<file path="config.mk">
export PLATFORM = sky130hd
export DESIGN_NAME = lock_status_display
export DESIGN_NICKNAME = d
export VERILOG_FILES = /design/src/rtl/lock_status_display.sv
export SDC_FILE = /design/constraint.sdc
export NUM_CORES = 1
export LEC_CHECK = 0
export CAP_MARGIN = 20
export CORE_MARGIN = 2
export CORE_UTILIZATION = 51
export CTS_CLUSTER_DIAMETER = 50
export CTS_CLUSTER_SIZE = 16
export DETAILED_ROUTE_END_ITERATION = 10
export PLACE_DENSITY = 0.77
export SETUP_SLACK_MARGIN = 0.5
export SLEW_MARGIN = 10
export SYNTH_ARGS = -nofsm -noshare
export SYNTH_HDL_FRONTEND = slang
export SYNTH_SLANG_ARGS = --single-unit
</file>
<file path="constraint.sdc">
create_clock -name clk -period 2.25 [get_ports clk]
set_clock_uncertainty 0.15 [all_clocks]
set_input_delay 0.3375 -clock clk [delete_from_list [all_inputs] [get_ports clk]]
set_output_delay 0.3375 -clock clk [all_outputs]
set_load 0.05 [all_outputs]
</file>
<file path="src/rtl/lock_status_display.sv">
// Registered status stage for the serial code lock: LED progress bar, seven-segment
// character, alarm buzzer and a saturating count of successful opens.
module lock_status_display #(
    parameter int unsigned BLINK_HALF  = 4,
    parameter int unsigned HOLD_CYCLES = 6
) (
    input  logic       clk,
    input  logic       reset,
    input  logic [2:0] selsw,
    input  logic       unlocked,
    input  logic       wrong,
    output logic [3:0] led,
    output logic [6:0] seg,
    output logic       buzzer,
    output logic [3:0] open_count
);

    localparam int unsigned CNT_W = 8;

    localparam logic [6:0] SEG_DASH  = 7'b0111111;
    localparam logic [6:0] SEG_ONE   = 7'b1111001;
    localparam logic [6:0] SEG_TWO   = 7'b0100100;
    localparam logic [6:0] SEG_THREE = 7'b0110000;
    localparam logic [6:0] SEG_U     = 7'b1000001;
    localparam logic [6:0] SEG_E     = 7'b0000110;

    typedef enum logic [2:0] {
        S_IDLE  = 3'd0,
        S_ENTRY = 3'd1,
        S_OPEN  = 3'd2,
        S_ALARM = 3'd3
    } state_e;

    state_e             state_q, state_d;
    logic [CNT_W-1:0]   hold_q, hold_d;
    logic [CNT_W-1:0]   blink_q, blink_d;
    logic               blink_on_q, blink_on_d;
    logic [3:0]         cnt_q, cnt_d;
    logic [3:0]         led_q, led_d;
    logic [6:0]         seg_q, seg_d;
    logic               buzzer_q, buzzer_d;

    logic [2:0]         sel_v;
    logic [CNT_W-1:0]   hold_inc;
    logic [CNT_W-1:0]   blink_inc;

    // Next state, counters and registered output values
    always_comb begin
        state_d    = S_IDLE;
        hold_d     = '0;
        blink_d    = '0;
        blink_on_d = 1'b0;
        cnt_d      = cnt_q;
        led_d      = 4'b0000;
        seg_d      = SEG_DASH;
        buzzer_d   = 1'b0;

        // Progress codes 4..7 carry no digit and behave like "none"
        sel_v     = (selsw <= 3'd3) ? selsw : 3'd0;
        hold_inc  = hold_q + CNT_W'(1);
        blink_inc = blink_q + CNT_W'(1);

        case (state_q)
            S_IDLE, S_ENTRY: begin
                if (wrong)               state_d = S_ALARM;
                else if (unlocked)       state_d = S_OPEN;
                else if (sel_v != 3'd0)  state_d = S_ENTRY;
                else                     state_d = S_IDLE;
            end
            S_OPEN: begin
                if (wrong)               state_d = S_ALARM;
                else if (unlocked)       state_d = S_OPEN;
                else if (sel_v != 3'd0)  state_d = S_ENTRY;
                else if (hold_inc >= CNT_W'(HOLD_CYCLES)) state_d = S_IDLE;
                else begin
                    state_d = S_OPEN;
                    hold_d  = hold_inc;
                end
            end
            S_ALARM: begin
                if (wrong) begin
                    state_d = S_ALARM;
                    if (blink_inc >= CNT_W'(BLINK_HALF)) begin
                        blink_d    = '0;
                        blink_on_d = ~blink_on_q;
                    end else begin
                        blink_d    = blink_inc;
                        blink_on_d = blink_on_q;
                    end
                end else if (unlocked) begin
                    state_d = S_OPEN;
                end else begin
                    state_d = S_IDLE;
                end
            end
            default: state_d = S_IDLE;
        endcase

        // Any state change restarts both counters; alarm always starts in the ON phase
        if (state_d != state_q) begin
            hold_d     = '0;
            blink_d    = '0;
            blink_on_d = 1'b1;
        end

        if (state_d == S_OPEN && state_q != S_OPEN && cnt_q != 4'hF)
            cnt_d = cnt_q + 4'd1;

        case (state_d)
            S_ENTRY: begin
                case (sel_v)
                    3'd1:    begin led_d = 4'b0001; seg_d = SEG_ONE;   end
                    3'd2:    begin led_d = 4'b0011; seg_d = SEG_TWO;   end
                    3'd3:    begin led_d = 4'b0111; seg_d = SEG_THREE; end
                    default: begin led_d = 4'b0000; seg_d = SEG_DASH;  end
                endcase
            end
            S_OPEN: begin
                led_d = 4'b1111;
                seg_d = SEG_U;
            end
            S_ALARM: begin
                led_d    = {4{blink_on_d}};
                seg_d    = SEG_E;
                buzzer_d = blink_on_d;
            end
            default: begin
                led_d = 4'b0000;
                seg_d = SEG_DASH;
            end
        endcase
    end

    always_ff @(posedge clk or posedge reset) begin
        if (reset) begin
            state_q    <= S_IDLE;
            hold_q     <= '0;
            blink_q    <= '0;
            blink_on_q <= 1'b0;
            cnt_q      <= '0;
            led_q      <= 4'b0000;
            seg_q      <= SEG_DASH;
            buzzer_q   <= 1'b0;
        end else begin
            state_q    <= state_d;
            hold_q     <= hold_d;
            blink_q    <= blink_d;
            blink_on_q <= blink_on_d;
            cnt_q      <= cnt_d;
            led_q      <= led_d;
            seg_q      <= seg_d;
            buzzer_q   <= buzzer_d;
        end
    end

    assign led        = led_q;
    assign seg        = seg_q;
    assign buzzer     = buzzer_q;
    assign open_count = cnt_q;

endmodule
</file>
==> flow_metrics.py, run 1 <==
metrics = {
    "floorplanning": {
        "die_area_sq_um": 3240,
        "die_w_microns": 56.9,
        "fp.coreArea_sq_um": 2710,
        "initial_core_util_pct": 52.7,
        "die_h_microns": 56.9,
        "rows": 19,
        "pin_count": 23,
    },
    "run": {
        "cap_viol_max_count": 0,
    },
    "finish": {
        "nFillCells": 208,
        "multi_input_area_sq_um": 639,
        "layout.nets": 178,
        "ff_latch_area_sq_um": 885,
        "antenna_cells": 0,
        "drive_gt1_share_pct": 37.7,
        "area_delta_synth_final_pct": 38.6,
    },
    "logic_synthesis": {
        "synth_cell_type_count": 35,
        "synth_common_cells": "dfrtp_1, nor2_1, dfstp_2, nand2_1",
        "ys_warn_count": 0,
        "async_flop_share_pct": 100,
        "ys_ff_latch": 35,
        "synth_most_common_cell": "dfrtp_1",
        "netlist_area_sq_um": 1430,
        "synth-edff-count": 0,
        "ys_seq_area_share_pct": 61.9,
        "synth_largest_area_cell": "dfrtp_1",
        "synth_area_leaders": "dfrtp_1, dfstp_2, ha_1, nor2_1, nand2b_1",
        "syn_area_per_cell_sq_um": 12.5,
        "synth_top_area_share_pct": 50.8,
        "ys.flop_type": "dfrtp_1",
        "syn_inst": 114,
    },
    "drt": {
        "vias": 1013,
        "wl_per_cell_microns": 13.6,
        "drtAntennaViolNets": 0,
        "drt-initial-drc-count": 20,
        "drc": 0,
        "drt_first_pass_iters": 4,
        "wl_mm": 2.69,
        "viasPerCell": 5.12,
    },
    "power": {
        "p_leak_nw": 0.878,
        "p_per_area_nw_per_um2": 855,
        "p_total_mw": 1.69,
        "ir_drop_v": 0.00100,
    },
    "global_routing": {
        "grt_pass1_vias": 992,
        "grt_first_pass_wirelength_mm": 4.46,
        "overflow": 0,
        "antenna_found_initial": 0,
        "grt_max_degree": 36,
        "grt_usage_pct": 18.9,
    },
    "critical_path": {
        "timing.rr.start": "hold_q[0]$_DFF_PP0_",
        "end_kind": "flop",
        "critPathLaunchType": "flop",
        "reg2reg_depth": 7,
        "critPathArrivalTime_ps": 2070,
        "rr_endpoint": "blink_on_q$_DFF_PP0_",
        "crit_fanout": 4,
        "critPathKind": "flop to flop",
        "reg2reg_slack_ps": 260,
        "cp.required_ps": 2320,
    },
    "timing": {
        "rsz0062_at_grt": "true",
        "setup_violations": 0,
        "maxSlewViolCount": 0,
        "timing.final.crit_share_pct": 88.5,
        "setup_slack_ps": 259,
        "fmax_ghz": 0.502,
        "layout_min_cycle_time_ps": 1990,
        "tns_ps": 0,
        "hold_viol_final": 0,
    },
    "clock_tree": {
        "cts_tree": "yes",
        "clkSinkCount": 35,
        "clk_latency_ps": 330,
        "cts_inserted_buffers": 5,
        "h-tree-depth": 2,
        "clk_pin_slew_ps": 100,
        "clockRootBuffer": "clkbuf_4",
        "clockBufferDepth": 2,
    },
    "place": {
        "io_buffers": 22,
        "place_ws_ps": 63.7,
        "place.gp.congestion": 0.794,
        "hpwlAfterDp_mm": 1.73,
    },
    "hold_path": {
        "hp-class": "input port to async pin",
    },
    "run_status": {
        "status": "completed",
    },
}
timing repair:
item	in CTS	in global routing
gates resized for setup	35	24
buffers inserted	5	3
pin swaps	4	10
cloned	0	0
hold buffers	0	0
endpoints found under the setup margin	26	20
flip-flops by register name, summed over array words and instances (netlist names):
name        count
blink_on_q      1
buzzer          1
open_count      4
seg             7
blink_q         8
hold_q          8
state_q         2
led             4
per-layer routing:
metal  routed length (microns)  vias up  global-route usage, %
met5                         0        -                      0
met4                        55        0                   9.97
met3                       100        4                   7.37
met2                      1400       19                   29.6
met1                      1130      504                   22.8
li1                          -      486                      -
placed cells by master, fill, tap and decap left out, types with 3 or more instances in the layout:
master / count
dlygate4sd2_1: 6
and2_1: 3
buf_4: 12
clkdlybuf4s50_1: 6
nor3_1: 3
dfstp_2: 6
clkdlybuf4s15_2: 7
conb_1: 11
nand3_1: 4
nand4_1: 5
nor2_1: 9
nand2_1: 6
dfrtp_1: 28
nand2b_1: 4
clkbuf_4: 5
worst max-delay path: stages (launching register included):
cell and delay (ps):
dfrtp_2 450, ha_2 210, xor2_2 170, a211oi_4 290
a31oi_4 130, inv_4 100, a21oi_2 50, or3_1 340
cells by family after synthesis:
kind of cell | Yosys count | share of synthesized area [%]
flops | 35 | 61.9
fa+ha+maj | 5 | 4.38
compound gates | 13 | 8.15
mux | 3 | 3.15
xor+xnor | 6 | 3.68
other cells | 1 | 0.263
buf+inv | 5 | 1.40
simple gates | 46 | 17.1
where the power goes:
part / switching [mW] / internal (mW) / leakage, nW / total, mW
registers: 0.0575 / 0.704 / 0.408 / 0.762
clock network: 0.201 / 0.262 / 0.0482 / 0.463
logic: 0.309 / 0.156 / 0.422 / 0.466
total: 0.568 / 1.12 / 0.878 / 1.69
metrics by stage:
step                area (sq um)  utilization, %  std cells  hold slack, ps
floorplan                   1470               -        124             220
global placement            1760            65.0        182             334
detailed placement          1760            65.0        182             347
CTS                         1900            70.0        195             234
global route                1980            73.0        198             252
finish                      1980            73.0        198             223
worst max-delay path by stage:
| stage | slack [ps] | from | to |
|---|---|---|---|
| after floorplan | 350 | hold_q[7]$_DFF_PP0_ | blink_on_q$_DFF_PP0_ |
| after global placement | 120 | selsw[0] | blink_on_q$_DFF_PP0_ |
| after detailed placement | 60 | selsw[1] | blink_on_q$_DFF_PP0_ |
| after CTS | 300 | hold_q[0]$_DFF_PP0_ | blink_on_q$_DFF_PP0_ |
| after global routing | 210 | hold_q[0]$_DFF_PP0_ | led[2]$_DFF_PP0_ |
| final | 260 | hold_q[0]$_DFF_PP0_ | blink_on_q$_DFF_PP0_ |
cell type report:
| type | instances | area share, % |
|---|---|---|
| sequential | 35 | 44.7 |
| multi-input combinational | 84 | 32.3 |
| timing repair buffer | 35 | 15.6 |
| clock buffer | 6 | 2.59 |
| tap | 31 | 1.96 |
| clock inverter | 2 | 1.77 |
| inverter | 5 | 1.08 |
No activity file was read; power rests on OpenSTA's default activity.
==> run 2, diff against run 1 <==
Settings changed: CORE_UTILIZATION 51 to 55, PLACE_DENSITY 0.77 to 0.82.
Clock period 2.25 ns to 2.6 ns, I/O delays scaled along.
==> run 2 against run 1 <==
Effect of this change:
- utilization is 2.7 points higher
- count of clock-buffer cells in the layout stayed put
- sequential power is 13% lower
- via count is 3.5% lower
- sequential share of layout area is 2.4 points higher
- wire length is 2.3% higher
==> flow_metrics.py, run 2 (synthesis results as in run 1) <==
metrics = {
    "finish": {
        "final_cell_mix": "dfrtp_1, clkdlybuf4s50_1, nor2_1, conb_1, dlygate4sd2_1",
        "layout_commonest_cell": "dfrtp_1",
        "area_delta_synth_final_pct": 31.4,
        "drive_gt1_share_pct": 23.9,
        "fin_cells": 189,
        "layout.nets": 170,
        "nFillCells": 189,
        "antenna_cells": 0,
    },
    "timing": {
        "holdWs_ps": 303,
        "fmax_ghz": 0.491,
        "maxSlewViolCount": 0,
        "max_slew_margin_pct": 66.0,
        "rsz0062_at_grt": "false",
        "timing.final.crit_share_pct": 78.3,
        "layout_min_cycle_time_ps": 2040,
        "tightest_slew_ps": 509,
        "hold_viol_final": 0,
        "setup_violations": 0,
        "tns_ps": 0,
    },
    "clock_tree": {
        "clkSinkCount": 35,
        "clk_pin_slew_ps": 100,
        "cts_tree": "yes",
        "cts_inserted_buffers": 5,
        "clockRootBuffer": "clkbuf_4",
        "clk_latency_ps": 330,
        "h-tree-depth": 2,
        "clockBufferDepth": 2,
        "hold_buffers": 0,
    },
    "power": {
        "swShare_pct": 33.8,
        "pwr-share-seq_pct": 45.3,
        "ir_drop_v": 0.00108,
        "clockPowerShare_pct": 27.3,
        "p_leak_nw": 0.844,
        "switchingPower_mw": 0.493,
        "pwr-share-comb_pct": 27.4,
        "power.internal_mw": 0.965,
        "p_per_area_nw_per_um2": 777,
    },
    "place": {
        "hpwlAfterDp_mm": 1.92,
        "place.gp.congestion": 0.803,
        "numPlacedInstances": 177,
        "io_buffers": 22,
    },
    "drt": {
        "viasPerCell": 5.17,
        "drc": 0,
        "wl_mm": 2.75,
        "drtAntennaViolNets": 0,
        "drt_first_pass_iters": 4,
        "wl_per_cell_microns": 14.6,
        "drt-initial-drc-count": 14,
        "vias": 978,
    },
    "floorplanning": {
        "fp.coreArea_sq_um": 2480,
        "die_area_sq_um": 3020,
        "pin_count": 23,
        "rows": 18,
        "die_w_microns": 54.9,
        "die_h_microns": 54.9,
        "initial_core_util_pct": 57.6,
    },
    "critical_path": {
        "reg2reg_depth": 8,
        "cp_slowest_cell": "dfrtp_1",
        "end_kind": "flop",
        "cp.required_ps": 2670,
        "crit_fanout": 6,
        "critPathKind": "flop to flop",
        "critPathArrivalTime_ps": 2100,
        "critPathLaunchType": "flop",
        "cpPeakStageDelay_ps": 440,
        "worstPathCellList": "ha_2, xor2_2, a211oi_2, buf_4, a31oi_4, inv_4, a21oi_2, or3_1",
    },
    "global_routing": {
        "grt_first_pass_wirelength_mm": 4.24,
        "antenna_found_initial": 0,
        "grt_usage_pct": 21.1,
        "grt_max_degree": 36,
        "overflow": 0,
        "grt_pass1_vias": 967,
    },
    "run_status": {
        "status": "completed",
    },
    "run": {
        "cap_viol_max_count": 0,
    },
    "hold_path": {
        "hp-class": "input port to async pin",
    },
}
[run 2: cell types whose count changed in the layout (fill, tap and decap cells not counted), moves of 2 or more]
cell and change:
buf_4 -7, clkbuf_2 -2, clkdlybuf4s15_2 -7, clkdlybuf4s50_1 +6
dlygate4sd2_1 +4, nor2_1 +2
[run 2: critical path: cells and delay by family, from the launching register on]
family / cells / cell delay (ps)
buffers and inverters: 2 / 270
adders and majority gates: 1 / 230
DFF: 1 / 440
and+or+nand+nor: 1 / 300
AOI/OAI and AO/OA: 3 / 360
xor gates and xnor gates: 1 / 160
[run 2: repair_timing]
item                                    CTS  global route
gates cloned                              0             0
pin swaps                                 2             3
resized for setup                        12             6
endpoints found under the setup margin   12             7
buffers inserted                          2             2
[run 2: layout make-up]
| type | count | area [sq um] | share of cell area, % |
|---|---|---|---|
| Clock buffer | 6 | 51.3 | 2.74 |
| Clock inverter | 2 | 35.0 | 1.87 |
| Inverter | 5 | 21.3 | 1.13 |
| Multi-Input combinational cell | 84 | 602 | 32.1 |
| Sequential cell | 35 | 883 | 47.1 |
| Tap cell | 30 | 37.5 | 2.00 |
| Timing Repair Buffer | 27 | 245 | 13.1 |
[run 2: path summary, 6_finish.rpt]
check	startpoint	end	slack, ps
worst max-delay path	hold_q[0]$_DFF_PP0_	blink_on_q$_DFF_PP0_	560
worst min-delay path	reset	blink_q[5]$_DFF_PP0_	300
worst max register to register	hold_q[0]$_DFF_PP0_	blink_on_q$_DFF_PP0_	560
worst min register to register	open_count[3]$_DFFE_PP0P_	open_count[3]$_DFFE_PP0P_	370
max in group asynchronous	reset	seg[1]$_DFF_PP1_	1670
min in group clk	open_count[3]$_DFFE_PP0P_	open_count[3]$_DFFE_PP0P_	370
[run 2: per-layer routing]
layer  share of wire (%)  GRT usage (%)  wire [microns]
met1                  39           23.8            1080
met2                  56           36.5            1540
met3                 3.4           5.91              93
met4                 1.3           10.6              36
met5                   0              0               0
[run 2: stage by stage]
step	worst slack (ps)	util (%)	instance area [sq um]	power [mW]
global route	491	75.7	1880	1.53
global placement	288	69.8	1730	1.07
CTS	461	73.8	1830	1.47
finish	564	75.7	1880	1.46
detailed placement	231	69.8	1730	1.09
floorplan	658	-	1470	0.939
[run 2: power groups by stage]
stage	Combinational, mW	Clock [mW]	Sequential, mW
2_1_floorplan	0.106	0	0.833
3_3_place_gp	0.403	0	0.666
3_5_place_dp	0.416	0	0.670
4_1_cts	0.400	0.405	0.661
5_1_grt	0.427	0.434	0.668
6_report	0.399	0.398	0.660
==> run 3, diff against run 2 <==
Settings changed: CORE_UTILIZATION 55 to 46, PLACE_DENSITY 0.82 to 0.73.
Clock period 2.6 ns to 1.79 ns, I/O delays scaled along.
==> run 3 against run 2 <==
Effect of this change:
- the run now ends with setup timing left
- combinational power increased by 100%
- register-to-register slack got worse by 740 ps
- final area increased by 21%
- die area increased by 18%
- via count increased by 12%
- final cell count increased by 14%
- count of clock-buffer cells in the layout increased by 1
- hold slack got worse by 140 ps
- wire length increased by 18%
- sequential power increased by 49%
- fmax increased by 3.4%
- non-clock buffer count increased by 23
==> flow_metrics.py, run 3 (synthesis results as in run 1) <==
metrics = {
    "power": {
        "ir_drop_v": 0.00112,
        "p_per_area_nw_per_um2": 971,
        "p_leak_nw": 1.01,
    },
    "run": {
        "cap_viol_max_count": 0,
    },
    "finish": {
        "final_cell_mix": "dfrtp_1, buf_4, buf_6",
        "ff_latch_area_sq_um": 888,
        "layout_commonest_cell": "dfrtp_1",
        "fin_util_pct": 75.3,
        "nFillCells": 195,
        "area_delta_synth_final_pct": 58.5,
        "multi_input_area_sq_um": 737,
        "drive_gt1_share_pct": 53.8,
        "final_cell_area_sq_um": 2260,
        "antenna_cells": 0,
        "layout.nets": 193,
    },
    "drt": {
        "drt_first_pass_iters": 3,
        "drc": 0,
        "wl_per_cell_microns": 15.2,
        "drtAntennaViolNets": 0,
        "wl_mm": 3.26,
        "viasPerCell": 5.12,
        "vias": 1100,
        "drt-initial-drc-count": 33,
    },
    "place": {
        "postPlaceCellArea_sq_um": 1890,
        "place.gp.congestion": 0.805,
        "hpwlAfterDp_mm": 2.06,
        "io_buffers": 22,
    },
    "global_routing": {
        "grt_usage_pct": 20.5,
        "grt_pass1_vias": 1175,
        "grt_first_pass_wirelength_mm": 5.20,
        "grt_max_degree": 36,
        "antenna_found_initial": 0,
        "overflow": 0,
    },
    "timing": {
        "fmax_ghz": 0.508,
        "setup_violations": 14,
        "timing.final.crit_share_pct": 110,
        "layout_min_cycle_time_ps": 1970,
        "setup_slack_ps": -179,
        "holdWs_ps": 162,
        "tns_ps": -1220,
        "maxSlewViolCount": 0,
        "rsz0062_at_grt": "true",
        "hold_viol_final": 0,
    },
    "clock_tree": {
        "cts_tree": "yes",
        "clkSinkCount": 35,
        "clk_pin_slew_ps": 100,
        "clockBufferDepth": 2,
        "clockRootBuffer": "clkbuf_4",
        "cts_inserted_buffers": 5,
        "clk_latency_ps": 340,
        "h-tree-depth": 2,
    },
    "floorplanning": {
        "pin_count": 23,
        "die_w_microns": 59.7,
        "fp.coreArea_sq_um": 3000,
        "initial_core_util_pct": 47.5,
        "die_h_microns": 59.7,
        "die_area_sq_um": 3570,
        "rows": 20,
    },
    "critical_path": {
        "crit_fanout": 3,
        "critPathKind": "flop to flop",
        "critPathArrivalTime_ps": 2040,
        "critPathLaunchType": "flop",
        "cp.required_ps": 1860,
        "crit_start": "hold_q[1]$_DFF_PP0_",
        "end_kind": "flop",
        "timing.rr.start": "hold_q[1]$_DFF_PP0_",
    },
    "run_status": {
        "status": "complete, but fails checks",
        "failed_checks": "setup timing",
    },
    "hold_path": {
        "hp-class": "input port to async pin",
    },
}
run 3: cell count changes in the layout (fill, tap and decap cells not counted), moves of 5 or more:
cell / previous run / this run
clkdlybuf4s50_1: 12 / 1
buf_4: 5 / 23
buf_12: 0 / 6
buf_6: 0 / 13
dlygate4sd2_1: 10 / 5
run 3: critical path: stages, from the launching register on:
cell and delay (ps):
dfrtp_1 420, inv_2 60, ha_4 280, nand2b_4 60, a211oi_4 310, a31oi_4 140
clkinv_2 90, a21oi_2 50, or3_1 290
run 3: path summary, 6_finish.rpt:
kind                                             end  slack [ps]  cells after the start
worst max-delay path            blink_on_q$_DFF_PP0_        -180                      8
worst min-delay path            blink_q[1]$_DFF_PP0_         160                      3
worst max register to register  blink_on_q$_DFF_PP0_        -180                      8
worst min register to register  blink_q[0]$_DFF_PP0_         430                      2
max in group asynchronous           seg[2]$_DFF_PP1_         980                      3
min in group clk                    seg[0]$_DFF_PP1_         200                      3
run 3: cell type report:
type                            count  share of cell area, %
Sequential cell                    35                   39.3
Multi-Input combinational cell     84                   32.6
Timing Repair Buffer               50                   23.1
Clock buffer                        7                   1.99
Tap cell                           33                   1.83
Inverter                            5                  0.996
Clock inverter                      1                  0.221
run 3: what timing repair did:
item / 4_1_cts / 5_1_grt
setup endpoints to repair: 39 / 40
cloned: 0 / 0
pin swaps: 13 / 11
gates resized for setup: 40 / 18
hold buffers: 0 / 0
buffers inserted: 9 / 4
run 3: report_power, final:
part	total, mW	switching, mW	internal (mW)
combinational	0.816	0.437	0.379
sequential	0.985	0.0935	0.891
clock	0.396	0.243	0.153
total	2.20	0.773	1.42
run 3: layer usage:
metal  routed length (microns)  track usage, %
met5                         0               0
met4                        75            9.84
met3                       108            7.14
met2                      1860            35.1
met1                      1220            22.7
run 3: stage by stage:
step	std cells	setup slack [ps]	power, mW
2_1_floorplan	124	-107	1.37
3_3_place_gp	194	-247	1.59
3_5_place_dp	194	-306	1.61
4_1_cts	211	-150	2.18
5_1_grt	215	-254	2.31
6_report	215	-179	2.20
